### config.mk
export PLATFORM = sky130hd
export DESIGN_NAME = sha_feedforward_digest_stage
export DESIGN_NICKNAME = d
export VERILOG_FILES = /design/src/rtl/sha_feedforward_digest_stage_pkg.sv /design/src/rtl/sha_result_fifo.sv /design/src/rtl/sha_feedforward_digest_stage.sv
export SDC_FILE = /design/constraint.sdc
export NUM_CORES = 2
export LEC_CHECK = 0
export ABC_AREA = 1
export CAP_MARGIN = 20
export CORE_UTILIZATION = 52
export CTS_CLUSTER_DIAMETER = 80
export CTS_CLUSTER_SIZE = 24
export DETAILED_ROUTE_END_ITERATION = 12
export PLACE_DENSITY = 0.81
export SYNTH_ARGS = -nofsm -noshare
export SYNTH_HDL_FRONTEND = slang
export SYNTH_SLANG_ARGS = --single-unit
### constraint.sdc
create_clock -name clk -period 11.8 [get_ports clk]
set_clock_uncertainty 0.05 [all_clocks]
set_input_delay 2.36 -clock clk [delete_from_list [all_inputs] [get_ports clk]]
set_output_delay 2.36 -clock clk [all_outputs]
set_load 0.05 [all_outputs]
### src/rtl/sha_feedforward_digest_stage_pkg.sv
// ---------------------------------------------------------------------------
// sha_feedforward_digest_stage_pkg: SHA-256 state types, IV and result entry.
// Optional hit flag under SHA_FEEDFORWARD_TARGET_CHECK_EN.  Rev 1.0
// ---------------------------------------------------------------------------
`default_nettype none

package sha_feedforward_digest_stage_pkg;

  // Word k is H<k> / round variable k (a = word 0).
  typedef logic [7:0][31:0] HashState;

  localparam HashState SHA256_IV = {
    32'h5be0cd19, 32'h1f83d9ab, 32'h9b05688c, 32'h510e527f,
    32'ha54ff53a, 32'h3c6ef372, 32'hbb67ae85, 32'h6a09e667
  };

  typedef struct packed {
    HashState digest;
`ifdef SHA_FEEDFORWARD_TARGET_CHECK_EN
    logic     hit;
`endif
  } result_t;

`ifdef SHA_FEEDFORWARD_TARGET_CHECK_EN
  // Bitcoin view: H7 is most significant, each word byte-reversed.
  function automatic logic target_hit(input HashState d, input int zero_bits);
    logic [255:0] v;
    v = '0;
    for (int w = 0; w < 8; w++) begin
      v[255-32*w -: 32] = {d[7-w][7:0], d[7-w][15:8], d[7-w][23:16], d[7-w][31:24]};
    end
    if (zero_bits <= 0) return 1'b1;
    return ((v >> (256 - zero_bits)) == '0);
  endfunction
`endif

endpackage

`default_nettype wire

### src/rtl/sha_result_fifo.sv
// ---------------------------------------------------------------------------
// sha_result_fifo: first-word-fall-through result FIFO with sticky overflow.
// Rev 1.0
// ---------------------------------------------------------------------------
`default_nettype none

module sha_result_fifo
  import sha_feedforward_digest_stage_pkg::*;
#(
  parameter int DEPTH = 4
) (
  input  logic                     clk,
  input  logic                     rst,
  input  logic                     push_valid,
  input  result_t                  push_data,
  input  logic                     pop_ready,
  output result_t                  head,
  output logic                     head_valid,
  output logic [$clog2(DEPTH):0]   count,
  output logic                     overflow
);

  localparam int AW = $clog2(DEPTH);

  result_t       mem [DEPTH];
  logic [AW-1:0] wr_ptr;
  logic [AW-1:0] rd_ptr;
  logic          full;
  logic          do_push;
  logic          do_pop;

  assign head_valid = (count != '0);
  assign full       = (count == (AW+1)'(DEPTH));
  assign do_pop     = head_valid && pop_ready;
  // A pop in the same cycle frees the slot, so a push at full still lands.
  assign do_push    = push_valid && (!full || do_pop);

  always_ff @(posedge clk or negedge rst) begin
    if (!rst) begin
      wr_ptr   <= '0;
      rd_ptr   <= '0;
      count    <= '0;
      overflow <= 1'b0;
    end else begin
      if (do_push) wr_ptr <= wr_ptr + AW'(1);
      if (do_pop)  rd_ptr <= rd_ptr + AW'(1);
      if (do_push && !do_pop) begin
        count <= count + (AW+1)'(1);
      end else if (do_pop && !do_push) begin
        count <= count - (AW+1)'(1);
      end
      if (push_valid && full && !do_pop) overflow <= 1'b1;
    end
  end

  always_ff @(posedge clk) begin
    if (do_push) mem[wr_ptr] <= push_data;
  end

  assign head = mem[rd_ptr];

endmodule

`default_nettype wire

### src/rtl/sha_feedforward_digest_stage.sv
// ---------------------------------------------------------------------------
// sha_feedforward_digest_stage: SHA-256 feed-forward add plus result FIFO.
// Optional target check: SHA_FEEDFORWARD_TARGET_CHECK_EN.  Rev 1.0
// ---------------------------------------------------------------------------
`default_nettype none

module sha_feedforward_digest_stage
  import sha_feedforward_digest_stage_pkg::*;
#(
  parameter int DEPTH     = 4,
  parameter int ZERO_BITS = 32
) (
  input  logic                   clk,
  input  logic                   rst,
  input  HashState               state_i,
  input  logic                   valid_i,
  input  logic                   newblock_i,
  input  logic                   midstate_we_i,
  input  HashState               midstate_i,
  output HashState               digest_o,
  output logic                   valid_o,
  input  logic                   ready_i,
  output logic                   overflow_o,
  output logic [$clog2(DEPTH):0] count_o
`ifdef SHA_FEEDFORWARD_TARGET_CHECK_EN
  ,
  output logic                   hit_o
`endif
);

  if (DEPTH < 2 || DEPTH > 16 || (DEPTH & (DEPTH - 1)) != 0) begin : g_depth_check
    $error("DEPTH must be a power of two in 2..16");
  end
  if (ZERO_BITS < 0 || ZERO_BITS > 256) begin : g_zero_bits_check
    $error("ZERO_BITS must be in 0..256");
  end

  HashState midstate;
  HashState chain;
  HashState sum;
  result_t  s1_next;
  result_t  s1_entry;
  logic     s1_valid;
  result_t  head;

  always_comb begin
    chain = newblock_i ? SHA256_IV : midstate;
    sum   = '0;
    // Independent 32-bit adds; carries never cross word boundaries.
    for (int k = 0; k < 8; k++) begin
      sum[k] = state_i[k] + chain[k];
    end
    s1_next        = '0;
    s1_next.digest = sum;
`ifdef SHA_FEEDFORWARD_TARGET_CHECK_EN
    s1_next.hit    = target_hit(sum, ZERO_BITS);
`endif
  end

  always_ff @(posedge clk or negedge rst) begin
    if (!rst) begin
      midstate <= SHA256_IV;
      s1_valid <= 1'b0;
    end else begin
      if (midstate_we_i) midstate <= midstate_i;
      s1_valid <= valid_i;
    end
  end

  always_ff @(posedge clk) begin
    if (valid_i) s1_entry <= s1_next;
  end

  sha_result_fifo #(
    .DEPTH      (DEPTH)
  ) u_fifo (
    .clk        (clk),
    .rst        (rst),
    .push_valid (s1_valid),
    .push_data  (s1_entry),
    .pop_ready  (ready_i),
    .head       (head),
    .head_valid (valid_o),
    .count      (count_o),
    .overflow   (overflow_o)
  );

  assign digest_o = head.digest;
`ifdef SHA_FEEDFORWARD_TARGET_CHECK_EN
  assign hit_o    = valid_o && head.hit;
`endif

endmodule

`default_nettype wire

# Word level (Yosys, flattened, before mapping)
# Memories as Yosys holds them, arrays and structs flattened.
# Cells that the tools add are included.
# word_totals
word_cells,52
n_memories,1
ram_bits,1024
regBits,521
output_inout_bits,261
# mem_list
memory,depth,word_bits,read_ports,rd_ports_with_merged_regs,wr,line_no,rtl
u_fifo.mem,4,256,1,0,1,sha_result_fifo.sv:25,result_t mem [DEPTH];
# classes
n_reduce_logical,12
n_addsub,12
n_mux,5
n_eq_ne,1
# op_table
op,n
$add A32 B32 Y32,8
$mux W256,1
$logic_and A1 B1 Y1,6
$mux W3,2
$add A2 B1 Y2 const B,2
$add A3 B1 Y3 const B,1
$eq A3 B3 Y1 const B,1
$logic_not A1 Y1,3
$reduce_bool A3 Y1,1
$sub A3 B1 Y3 const B,1
$mux W1,2
$reduce_bool A2 Y1,1
$logic_or A1 B1 Y1,1

# Depth between registers and ports, before layout
# logic_depth
ltp_word,8
mapped_depth,17
depth_no_buf,14

# By module
# A second synthesis with hierarchy kept.
# hier_totals
hier_cells,8665
area_unflattened_um2,79700.2
# by_module_without_submodules
mod,instances,cells_per_inst,area_per_inst_um2
sha_result_fifo,1,3051,41568.6
sha_feedforward_digest_stage,1,5614,38131.6

# Worst setup path before layout
# No wires, ideal clock.
# synth_timing
path_type,input-to-reg
from,in ready_i
to,mem u_fifo.mem[0][0] (netlist bit) (enable)
arrival_ns,13.466
path_slack_ns,-2.594
setup_ns,0.877
required_time_ns,10.873
stages,6
path_cell_list,nand2_2 > nand3_1 > and2_0 > buf_2 > inv_1 > nor2_1
# synth_via
elab_chain_len,5
# synth_rtl
element,line_no,rtl
from (decl),sha_feedforward_digest_stage.sv:22,"input logic ready_i,"
$logic_and A1 B1 Y1,sha_result_fifo.sv:34,assign do_pop = head_valid && pop_ready;
$logic_or A1 B1 Y1,sha_result_fifo.sv:36,assign do_push = push_valid && (!full || do_pop);
$logic_and A1 B1 Y1,sha_result_fifo.sv:36,
net u_fifo.do_push,sha_result_fifo.sv:29,logic do_push;
$mux W1,sha_result_fifo.sv:57,if (do_push) mem[wr_ptr] <= push_data;
$mux W1 (not written as such),sha_result_fifo.sv:57,
to (decl),sha_result_fifo.sv:25,
# The timed path passes the listed nets, and every way through them passes these cells.

==> flow_summary_export.csv <==
group,metric,value,unit
global_routing,global_route.usage.met1,39.20,%
global_routing,grt_max_degree,257,
worst_setup_path,timing.critical_path.to_type,"output port",
pwr,design_power_total,19860,uW
yosys,ys_warn_count,0,
cells_and_area,design.final.nets,9586,
cells_and_area,top_library_cells_by_usage_in_the_layout_fill_and_taps_aside,"nand2_1 (2274), edfxtp_1 (1280), inv_1 (1185)",
clock_network,number_of_resized_instances_in_the_post_cts_repair_step,0,
global_routing,met3_usage,5.431,%
cells_and_area,post_route_cells_drive_above_1_share,6.091,%
sta,postLayoutSetupSlackWorst,4.603,ns
clock_network,clockRootBuffer,"clkbuf_16",
sta,fin_tns_setup,0,ns
route,post_dr_vias_cell,5.368,
global_routing,first_global_vias,55406,
die,initial_core_utilization,52.58,%
die,die-height,386.4,microns
global_routing,global_route.usage.total,29.59,%
yosys,netlist_area,76820,sq um
sta,hold_fails_final_rpt,0,
route,drt.antenna.violating_nets,0,
placed_design,dpl_worst_slack,5.482,ns
pwr,total_leakage_power,0.03851,uW
placed_design,io_buffer_count,778,
sta,hold_slack,0.4365,ns
global_routing,grt_antenna_before_repair,44,
die,core-area,146100,sq um
yosys,yosysSeqAreaShare,58.89,%
yosys,synth-seq-cells,1545,
die,std_cell_rows,140,
sta,worst_pin_slew,1.141,ns
worst_setup_path,crit_required,9.39,ns
global_routing,use_met2,47.36,%
clock_network,insertion_delay,0.73,ns
route,via_count,58057,
die,num_io_pins,779,
yosys,ranking_of_synthesized_cells_by_area,"edfxtp_1 (50%), nand2_1 (11%), inv_1 (5.8%)",
die,die_outline_area,149300,sq um
sta,finalCritPeriodShare,60.99,%
run,max-cap-violations,0,
yosys,cells_after_synth,8136,
yosys,post_synth_num_cell_types,35,
pwr,power-per-cell-area,222.5,nW/um^2
route,drt_wl_total,225800,microns
route,detailedRoute.firstPassIterationCount,6,
pwr,max-vdd-ir-drop,0.2646,mV
cells_and_area,layout_commonest_cell,"nand2_1",
global_routing,global_route.peak_usage_layer,"met2",
clock_network,clockBufferDepth,3,
worst_setup_path,timing.critical_path.arrival,4.79,ns
route,drc,0,
worst_setup_path,critical_path_type,"flop to output port",
clock_network,worst_setup_hold_path_clk_slew,0.09,ns
cells_and_area,area_delta_synth_final,16.20,%
sta,setup_viol,0,
yosys,synth_area_leader_cell,"edfxtp_1",
placed_design,place_congestion,0.9850,
run_status,result_of_the_run,"completed",
worst_setup_path,setup.worst_path.start_class,"flop",
placed_design,dp_cells,10613,
hold_path,hold_path_class,"flop to flop",
clock_network,holdBufCountCts,0,
clock_network,post_cts_buffers,0,
route,detail_routed_net_length_per_standard_cell,20.87,microns
yosys,yosys_most_used_dff,"edfxtp_1",
global_routing,globalRoute.totalOverflow,0,
clock_network,h-tree-depth,3,
sta,finalWorstPathRequiredPeriod,7.197,ns
yosys,synth_top_area_share,50.03,%
yosys,mappedNetlistNets,8934,
die,die_w,386.4,microns
clock_network,cts.sinks,1545,
route,drtIter0Drc,5145,
global_routing,global_route_wire_length_before_repair,331000,microns
cells_and_area,cell_count_final_fillers_out,10815,
yosys,postSynth.asyncResetShare,17.15,%
sta,grt_setup_unrepaired,"false",
clock_network,cts_inserted_buffers,89,
sta,number_of_max_slew_violations_in_the_final_report,0,
sta,timing.slew.headroom,23.96,%
clock_network,cts_tree,"yes",
worst_setup_path,critPathMaxFanout,177,
yosys,synthesis.area_per_instance,9.442,sq um
yosys,synth_edf_count,1280,
sta,fmax,138.9,MHz
placed_design,place_hpwl,164400,microns
## metal layers
metal  wire (microns)  share of wire (%)  vias to the layer above
met2           104300                 46                     2281
met4            11290                5.0                       34
met3            17990                8.0                      427
met5              223              0.099                        -
li1                 -                  -                    27866
met1            91980                 41                    27449
## worst max-delay path: stages (launching register included)
cell and delay, ns:
dfrtp_4 0.77, buf_12 0.54, buf_4 0.89, o21ai_0 0.28, o22ai_2 0.27, clkdlybuf4s50_1 0.85
## cells by family (layout without fill, tap and decap cells)
kind of cell               Yosys count  in the layout  synth area share (%)
AOI/OAI and AO/OA                 1210           1210                 9.209
xor gates and xnor gates           127            127                 1.448
adders and majority gates          280            280                 4.648
buffers and inverters             1441           2170                 7.546
DFF                               1545           1545                 58.89
muxes                               14             14                0.2052
other                                0             33                     0
and+or+nand+nor                   3519           3519                 18.06
## flip-flops by register name, summed over array words and instances (netlist names)
signal           count
u_fifo.wr_ptr        2
u_fifo.count         3
u_fifo.mem        1024
s1_valid             1
midstate           256
s1_entry           256
u_fifo.overflow      1
u_fifo.rd_ptr        2
## final timing paths
| kind | slack, ns | to | from | cells after the start |
|---|---|---|---|---|
| max | 4.60 | digest_o[133] | u_fifo.rd_ptr[0]$_DFFE_PN0N_ | 5 |
| min | 0.44 | midstate[176]$_DFFE_PN1P_ | midstate[176]$_DFFE_PN1P_ | 2 |
| max reg2reg | 7.69 | u_fifo.mem[2][139]$_DFFE_PP_ | u_fifo.count[0]$_DFFE_PN0P_ | 9 |
| min reg2reg | 0.44 | midstate[176]$_DFFE_PN1P_ | midstate[176]$_DFFE_PN1P_ | 2 |
| max in group asynchronous | 7.95 | u_fifo.rd_ptr[1]$_DFFE_PN0N_ | rst | 3 |
| min in group asynchronous | 1.50 | midstate[153]$_DFFE_PN0P_ | rst | 1 |
## cell usage after synthesis (all sizes together) (112+ instances only)
cell	n
a21oi	168
edfxtp	1280
clkbuf	117
o22ai	256
dfrtp	129
ha	271
buf	136
xor2	112
inv	1187
nand3	216
o21ai	757
dfstp	136
nand2	2276
nor2	958
## power breakdown
part	switching, uW	total [uW]	internal [uW]
Sequential	419	7570	7160
Combinational	6270	8780	2510
Clock	1900	3510	1610
## per-stage QoR
stage | utilization [%] | instance area (sq um)
after floorplan | - | 76820
after global routing | 61.08 | 89230
after detailed placement | 58.95 | 86120
after CTS | 61.03 | 89150
after global placement | 58.95 | 86120
final | 61.10 | 89260
## area by class of cell
type / count / area [sq um]
multi-input combinational: 5150 / 25820
clock buffer: 125 / 2446
antenna: 33 / 82.58
timing repair buffer: 814 / 8194
sequential: 1545 / 45250
fill: 11977 / 56830
inverter: 1188 / 4488
tap: 1917 / 2399
clock inverter: 43 / 593.1
Note: power is estimated with default switching activity, not from simulation.
